`config.mk`:
```
export PLATFORM = sky130hd
export DESIGN_NAME = idct_out_reorder
export DESIGN_NICKNAME = d
export VERILOG_FILES = /design/src/rtl/idct_pkg.sv /design/src/rtl/idct_deskew.sv /design/src/rtl/idct_out_reorder.sv
export SDC_FILE = /design/constraint.sdc
export NUM_CORES = 1
export LEC_CHECK = 0
export CORE_ASPECT_RATIO = 2
export CORE_MARGIN = 3
export CORE_UTILIZATION = 45
export CTS_BUF_LIST = sky130_fd_sc_hd__clkbuf_8
export CTS_CLUSTER_DIAMETER = 150
export DETAILED_ROUTE_END_ITERATION = 8
export DONT_BUFFER_PORTS = 1
export SYNTH_ARGS = -nofsm -noshare
export SYNTH_HDL_FRONTEND = slang
export SYNTH_SLANG_ARGS = --single-unit
export TNS_END_PERCENT = 10
```
`constraint.sdc`:
```
create_clock -name clk -period 2.5 [get_ports clk]
set_clock_uncertainty 0.15 [all_clocks]
set_input_delay 0.25 -clock clk [delete_from_list [all_inputs] [get_ports clk]]
set_output_delay 0.25 -clock clk [all_outputs]
set_load 0.05 [all_outputs]
```
`src/rtl/idct_pkg.sv`:
```
// idct_pkg: shared widths, block type and the round/saturate helper for the IDCT output stage
package idct_pkg;
    localparam int DW = 25;
    localparam int OW = 9;
    localparam int SHIFT = 12;
    localparam logic signed [DW:0] RND = (DW+1)'(1) << (SHIFT-1);
    localparam logic signed [DW:0] SAT_HI = (DW+1)'((1 << (OW-1)) - 1);
    localparam logic signed [DW:0] SAT_LO = ~SAT_HI;

    // indexed [row][col]
    typedef logic [3:0][3:0][OW-1:0] block_t;

    // one extra bit of headroom keeps the rounding add from wrapping
    function automatic logic signed [OW-1:0] round_sat(input logic signed [DW-1:0] x);
        logic signed [DW:0] y;
        y = ($signed({x[DW-1], x}) + RND) >>> SHIFT;
        return (y > SAT_HI) ? SAT_HI[OW-1:0] : (y < SAT_LO) ? SAT_LO[OW-1:0] : y[OW-1:0];
    endfunction
endpackage

```
`src/rtl/idct_deskew.sv`:
```
// idct_deskew: realigns the four skewed column lanes (delays 3/2/1/0) and the column valid (delay 3)
module idct_deskew #(
    parameter int W = 25
) (
    input  logic         clk,
    input  logic         reset,
    input  logic         in_valid,
    input  logic [W-1:0] d_in_1,
    input  logic [W-1:0] d_in_2,
    input  logic [W-1:0] d_in_3,
    input  logic [W-1:0] d_in_4,
    output logic         col_valid,
    output logic [W-1:0] col_1,
    output logic [W-1:0] col_2,
    output logic [W-1:0] col_3,
    output logic [W-1:0] col_4
);
    logic [2:0]   vq;
    logic [W-1:0] l1 [3];
    logic [W-1:0] l2 [2];
    logic [W-1:0] l3;

    always_ff @(posedge clk) begin
        if (reset) vq <= '0;
        else vq <= {vq[1:0], in_valid};
    end

    always_ff @(posedge clk) begin
        l1[0] <= d_in_1;
        l1[1] <= l1[0];
        l1[2] <= l1[1];
        l2[0] <= d_in_2;
        l2[1] <= l2[0];
        l3 <= d_in_3;
    end

    assign col_valid = vq[2];
    assign col_1 = l1[2];
    assign col_2 = l2[1];
    assign col_3 = l3;
    assign col_4 = d_in_4;
endmodule

```
`src/rtl/idct_out_reorder.sv`:
```
// idct_out_reorder: deskews IDCT columns, rounds them to residuals, and emits 4x4 blocks row by row
// through a two-bank ping-pong buffer.
module idct_out_reorder
    import idct_pkg::*;
(
    input  logic          clk,
    input  logic          reset,
    input  logic          in_valid,
    input  logic [DW-1:0] d_in_1,
    input  logic [DW-1:0] d_in_2,
    input  logic [DW-1:0] d_in_3,
    input  logic [DW-1:0] d_in_4,
    output logic          out_valid,
    input  logic          out_ready,
    output logic [OW-1:0] d_out_1,
    output logic [OW-1:0] d_out_2,
    output logic [OW-1:0] d_out_3,
    output logic [OW-1:0] d_out_4,
    output logic [1:0]    out_row,
    output logic          out_last,
    output logic          overflow
);
    logic          a_valid;
    logic [DW-1:0] a_1, a_2, a_3, a_4;
    logic [OW-1:0] rs [4];
    block_t        bank [2];
    logic          wr_bank, rd_bank;
    logic [1:0]    wr_col, rd_row, full, full_n;
    logic          rd_fire, rel, admit, wr_en;

    idct_deskew #(.W(DW)) u_deskew (
        .clk(clk),
        .reset(reset),
        .in_valid(in_valid),
        .d_in_1(d_in_1),
        .d_in_2(d_in_2),
        .d_in_3(d_in_3),
        .d_in_4(d_in_4),
        .col_valid(a_valid),
        .col_1(a_1),
        .col_2(a_2),
        .col_3(a_3),
        .col_4(a_4)
    );

    assign rs[0] = round_sat(a_1);
    assign rs[1] = round_sat(a_2);
    assign rs[2] = round_sat(a_3);
    assign rs[3] = round_sat(a_4);

    // a block start may claim the bank the reader frees this same cycle
    always_comb begin
        rd_fire = full[rd_bank] && out_ready;
        rel = rd_fire && rd_row == 2'd3;
        admit = wr_col != 2'd0 || !full[wr_bank] || (rel && rd_bank == wr_bank);
        wr_en = a_valid && admit;
        full_n = (full & ~({1'b0, rel} << rd_bank)) | ({1'b0, wr_en && wr_col == 2'd3} << wr_bank);
    end

    always_ff @(posedge clk) begin
        if (reset) begin
            full <= '0;
            wr_bank <= 1'b0;
            wr_col <= 2'd0;
            rd_bank <= 1'b0;
            rd_row <= 2'd0;
            overflow <= 1'b0;
        end else begin
            full <= full_n;
            if (wr_en) begin
                wr_col <= wr_col + 2'd1;
                if (wr_col == 2'd3) wr_bank <= ~wr_bank;
            end
            if (a_valid && !admit) overflow <= 1'b1;
            if (rd_fire) begin
                rd_row <= rd_row + 2'd1;
                if (rd_row == 2'd3) rd_bank <= ~rd_bank;
            end
        end
    end

    always_ff @(posedge clk) begin
        if (wr_en) for (int k = 0; k < 4; k++) bank[wr_bank][k][wr_col] <= rs[k];
    end

    assign out_valid = full[rd_bank];
    assign out_row = rd_row;
    assign out_last = rd_row == 2'd3;
    assign d_out_1 = bank[rd_bank][rd_row][0];
    assign d_out_2 = bank[rd_bank][rd_row][1];
    assign d_out_3 = bank[rd_bank][rd_row][2];
    assign d_out_4 = bank[rd_bank][rd_row][3];
endmodule
```
# ---- Word level (Yosys, flattened, before mapping)
# Memory sizes are Yosys's and may differ from the RTL's. A register that Yosys moved wholly into a read port is not among the register bits.
# Index checks and enable logic that the tools add are counted.
dict set report op_classes {
  reduce_logical 14
  n_eq_ne 3
  add_sub_neg 6
  shifts 2
  mux 20
  order_cmp 13
  bitwise_logic 5
}
# cell n
set op_table {}
lappend op_table {{25-bit by 13-bit adder with 26-bit output, second input constant} 4}
lappend op_table {{9-bit 2-to-1 mux} 9}
lappend op_table {{36-bit binary-select mux with 2-bit select} 1}
lappend op_table {{36-bit 2-to-1 mux} 2}
lappend op_table {{14-bit by 9-bit greater-than comparator with 1-bit output, second input constant} 4}
lappend op_table {{14-bit by 9-bit < comparator with 1-bit output, second input constant} 4}
lappend op_table {{9-bit demux with 2-bit select} 1}
lappend op_table {{1-bit logical AND} 7}
lappend op_table {{1-bit 2-to-1 mux} 7}
lappend op_table {{2-bit by 3-bit < comparator with 1-bit output, second input constant} 2}
lappend op_table {{2-bit by 1-bit adder with 2-bit output, second input constant} 2}
lappend op_table {{2-bit equality test, second input constant} 2}
lappend op_table {{1-bit by 2-bit < comparator with 1-bit output, second input constant} 2}
lappend op_table {{2-bit AND reduction} 2}
lappend op_table {{1-bit by 1-bit << shifter with 2-bit output} 2}
lappend op_table {{2-bit AND} 1}
lappend op_table {{2-bit by 1-bit greater-or-equal comparator with 1-bit output, second input constant} 1}
lappend op_table {{1-bit zero test} 2}
lappend op_table {{1-bit logical OR} 2}
lappend op_table {{1-bit inverter} 2}
lappend op_table {{2-bit inverter} 1}
lappend op_table {{2-bit bitwise OR} 1}
lappend op_table {{2-bit nonzero test} 1}
lappend op_table {{1-bit equality test} 1}
dict set report word_totals {
  ramBits 413
  elab_cells 74
  inputBits 104
  regBits 37
  mem_count 3
}
# memory depth word_bits rd rd_clocked_by_memory_dff wr line_no
set memory_table {}
lappend memory_table {bank 2 144 1 1 1 idct_out_reorder.sv:26} ;# block_t bank [2];
lappend memory_table {u_deskew.l1 3 25 3 0 3 idct_deskew.sv:19} ;# logic [W-1:0] l1 [3];
lappend memory_table {u_deskew.l2 2 25 2 0 2 idct_deskew.sv:20} ;# logic [W-1:0] l2 [2];

# ---- Longest topological paths before layout
dict set report depth {
  depth_word 10
  depth_mapped 8
}

# ---- Cells and area by module
# From an unflattened synthesis, not the netlist that was laid out.
dict set report unflattened {
  hier_cells 928
  area_unflattened_um2 16324.4
}
# mod area_each_um2 cells_per_inst instances
set modules_own_cells {}
lappend modules_own_cells {idct_out_reorder 12679.7 697 1}
lappend modules_own_cells {idct_deskew 3644.7 231 1}

# ---- Worst setup path after synthesis
# OpenSTA, ideal clock, no wires.
dict set report synth_timing {
  path_kind {flip-flop to flip-flop}
  startpoint {register rd_row[1] (netlist: out_row[1])}
  endpoint {memory bank[0][10] (netlist bit), enable pin}
  setup_time_ns 0.397
  stages_incl_launch_ff 7
  t_required_ns 1.953
  t_arrival_ns 2.942
  slack_ns -0.989
  path_cell_list {dfxtp_1 > ha_1 > nand2_1 > o21ai_0 > o21ai_0 > a211oi_1 > and2_1}
}
dict set report synth_via {
  elab_chain_cells 7
}
# item line_no
set synth_lines {}
lappend synth_lines {{start: declaration} idct_out_reorder.sv:28} ;# logic [1:0] wr_col, rd_row, full, full_n;
lappend synth_lines {{start signal: assignment} idct_out_reorder.sv:76} ;# rd_row <= rd_row + 2'd1;
lappend synth_lines {{2-bit equality test} -}
lappend synth_lines {{named net out_last} idct_out_reorder.sv:20} ;# output logic out_last,
lappend synth_lines {{1-bit logical AND} idct_out_reorder.sv:54} ;# rel = rd_fire && rd_row == 2'd3;
lappend synth_lines {{1-bit logical AND} idct_out_reorder.sv:55} ;# admit = wr_col != 2'd0 || !full[wr_bank] || (rel && rd_bank == wr_bank);
lappend synth_lines {{1-bit logical OR} idct_out_reorder.sv:55}
lappend synth_lines {{1-bit logical AND} idct_out_reorder.sv:56} ;# wr_en = a_valid && admit;
lappend synth_lines {{1-bit 2-to-1 mux} idct_out_reorder.sv:83} ;# if (wr_en) for (int k = 0; k < 4; k++) bank[wr_bank][k][wr_col] <= rs[k];
lappend synth_lines {{36-bit 2-to-1 mux (not written as such)} idct_out_reorder.sv:83}
lappend synth_lines {{end: declaration} idct_out_reorder.sv:26}
# The timed path passes the listed nets, and every way through them passes these cells.

==> results.txt <==
The data required time at the worst endpoint is between 2 and 2.5 ns. Among all stages on the critical path, the largest delay is contributed by mux4_2. The global-route total usage across every layer came out at between 10% and 20%. Summing all placed instances gives a cell area of between 0.015 and 0.02 mm^2. The final routed wirelength across all metal layers came out at around 31000 um. The later pin in the worst-skew pair is clocked with a latency of between 0.5 and 0.6 ns. The HPWL reported at the end of detailed placement came out at approximately 20000 um. The layout overhead on the synthesized area is 20.4%. The TritonCTS clock tree is done.

The final core utilization came out at between 50 and 60%. The critical path goes through buf_12 > mux4_2 > mux2_4. Data on the critical path arrives at its endpoint at around 2.2 ns. The pre-CTS setup slack came out at -0.276 ns. The share of synthesized area occupied by flip-flops and latches came out at between 70% and 80%.

The detail-routed net length per standard cell came out at about 22 um. The height of the chip is approximately 260 um. The leading cell type in the layout, fill and taps excluded is edfxtp_1. The number of setup violations in the final report came out at 44.

The clock-pin transition on the worst setup and hold timing paths is roughly 0.07 ns. The worst hold path belongs to the class in -> reg. The horizontal extent of the die is 133 um.

A synthesized cell averages approximately 18 um^2. The buffer levels on the longest clock path is 3. The total area inside the core boundary comes to around 0.032 mm^2. The final worst slack is -0.144 ns. Setup repair after global routing could not meet its margin everywhere. In this run the power density over the cells is 675 mW/mm^2. Timing would allow up to ~380 MHz. The final number of hold-violating endpoints is 0. On the final layout, the worst hold slack is 0.0461 ns. The final instance area is between 0.015 and 0.02 mm^2. The number of warnings issued by yosys came out at 0. The count of buffers inserted at the top-level ports is 0.

For this run, the leading register cell type out of synthesis is edfxtp_1. The kind of end point of the critical path is a primary output. Dividing the final minimum period by the clock period gives 106%. Of all flip-flops after synthesis, the portion carrying an async set or reset was 0%. The number of synthesized flops with an enable pin is between 200 and 300. The worst-path maximum fanout came out at 21. The post-synthesis instance area is 0.0145 mm^2.

The die area came out at around 0.035 mm^2. The number of buffers created by CTS is between 50 and 60. Synthesis inferred just under 400 register bits.

The count of unique library cells instantiated by Yosys is 60. The count of standard-cell rows is ~90. The startpoint kind of the worst setup timing path is a register. Summed over all cells, the static leakage comes to roughly 5.8 nW. After the last flow step, the layout net total stands at about 1100. The largest net degree at the start of global routing came out at 75. Using the TritonRoute via totals, the vias-per-cell ratio works out to between 5 and 6. The transition time at the pin with the least slew margin came out at 0.925 ns.

The worst max-slew margin expressed relative to the limit came out at between 30% and 40%. The wire length of the first global-routing pass is ~47000 um. On the critical path the largest part of the delay comes from multiplexers.

The flow ran to the end, but the final reports show violations. For this run, design rule violations remaining after detail routing come to 0. For this run, the slowest stage of the critical path takes 0.59 ns. The routed layout has a little under 8000 vias. The worst setup path is of the reg -> out kind. The total I/O pin count came out at about 150. The number of pins with negative max-slew slack in the final report came out at 0. The number of nets handed over by synthesis was 911. The max-cap violation count came out at 0. The number of H-tree levels is 2.

The initial antenna violation count was 1. The final reports fail on negative setup slack. The minimum period implied by the final worst setup slack came out at around 2.6 ns.

For this configuration, the core starts out at a cell density of a little under half. The cell count after synthesis came out at between 700 and 800. The overall power came out at about 0.012 W.

The number of buffer and inverter stages on the critical path came out at 1. The worst voltage drop across the vdd grid is around 0.00045 V. The number of routed nets with antenna violations is 0. The pre-antenna-repair detailed-routing pass consisted of 4 iterations. The weighted congestion at the end of routability-driven global placement is ~0.84. The tree is rooted in a clkbuf_8.

The number of global-route vias before repair came out at 8273. For this run the aggregate overflow at the end of global routing stands at 0. The detailed router finished its first iteration with around 500 violations. Leaving out fill and tap cells, the most frequent cells in the layout are edfxtp_1, dfxtp_1, mux4_2, buf_4, clkbuf_8. The layout cell share with drive strength beyond 1 came out at between 30% and 40%. The CTS sink count came out at 385.
final cells by class:
cell class | instances | area (um^2)
Fill cell | 2471 | 14200
Clock inverter | 40 | 195
Multi-Input combinational cell | 369 | 4060
Tap cell | 423 | 529
Clock buffer | 54 | 743
Sequential cell | 385 | 10600
Inverter | 16 | 63.8
Antenna cell | 1 | 2.50
Timing Repair Buffer | 130 | 1280
where the power goes:
part	internal, W	total (W)	leakage (nW)	switching [W]
Clock	0.00211	0.00428	0.563	0.00217
Sequential	0.00699	0.00703	3.39	0.0000424
Combinational	0.000212	0.000492	1.84	0.000280
Total	0.00931	0.0118	5.80	0.00250
cell families after synthesis:
logic type      after synthesis  share of synthesized area [%]
simple gates                126                           4.73
xor+xnor                     34                           2.05
buf+inv                      42                           1.22
mux                         113                           14.3
fa+ha+maj                    11                          0.948
compound gates               85                           3.77
flops                       385                           73.0
path summary, 6_finish.rpt:
| check | cells past startpoint | endpoint | slack (ns) | startpoint |
|---|---|---|---|---|
| worst max register to register | 8 | bank[0][41] | -0.04 | u_deskew.l2[0][40] |
| worst min-delay path | 3 | bank[0][115] | 0.05 | d_in_4[19] |
| worst max-delay path | 3 | d_out_4[7] | -0.14 | register |
| worst min register to register | 0 | u_deskew.l2[0][40] | 0.18 | u_deskew.l2[0][15] |
synthesized netlist by cell type (2+ instances only):
library cell | number | area, um^2
a211oi_1 | 2 | 15.0
a21boi_0 | 2 | 15.0
a21oi_1 | 18 | 90.1
a22oi_1 | 2 | 15.0
a31oi_1 | 5 | 31.3
a41oi_1 | 4 | 35.0
and2_1 | 7 | 43.8
and3_1 | 6 | 37.5
and4_1 | 2 | 17.5
buf_2 | 9 | 45.0
clkbuf_1 | 14 | 52.6
dfxtp_1 | 97 | 1940
edfxtp_1 | 288 | 8650
ha_1 | 11 | 138
inv_1 | 16 | 60.1
mux2_2 | 38 | 428
mux2i_1 | 3 | 30.0
mux4_2 | 72 | 1620
nand2_1 | 21 | 78.8
nand3_1 | 28 | 140
nand3b_1 | 2 | 15.0
nand4_1 | 7 | 43.8
nor2_1 | 20 | 75.1
nor2b_1 | 8 | 50.1
nor3_1 | 8 | 40.0
nor3b_1 | 2 | 15.0
nor4_1 | 4 | 25.0
o211ai_1 | 3 | 22.5
o21a_1 | 2 | 15.0
o21ai_0 | 31 | 155
o31a_1 | 2 | 17.5
o31ai_1 | 2 | 15.0
xnor2_1 | 17 | 149
xor2_1 | 17 | 149
worst reg2reg max path, stage by stage, from the launching register on:
cell	delay, ns
dfxtp_1	0.34
nand3_1	0.18
nor3_1	0.39
mux2_2	0.39
a2bb2oi_1	0.13
o21bai_1	0.17
buf_4	0.16
o21ai_0	0.17
buf_4	0.22
repair_timing:
item,4_1_cts,5_1_grt
pin swaps,0,5
hold buffers,48,0
hold endpoints to repair,63,0
buffers inserted,0,1
resized for setup,43,36
setup endpoints to repair,148,245
through the flow:
stage                     setup TNS, ns  cells
after global placement            -2.86   1274
after global routing             -16.53   1418
after floorplan                   -1.92    796
final                             -4.11   1418
after CTS                        -10.26   1416
after detailed placement         -15.47   1274
sequential cells by signal, indices dropped and copies added (netlist names), named ones only:
name            cells
overflow            1
u_deskew.l1        42
u_deskew.col_3     14
bank              288
full                2
out_row             2
wr_col              2
u_deskew.vq         3
wr_bank             1
u_deskew.l2        28
rd_bank             1
metal layers:
metal / up-vias / part of all wire [%] / GRT usage, %
met1: 3981 / 35 / 19.6
met3: 44 / 4.7 / 3.81
met4: 0 / 1.9 / 5.12
met5: - / 0 / 0
li1: 3486 / - / -
met2: 185 / 58 / 35.1
(Power assumes the default switching activity.)
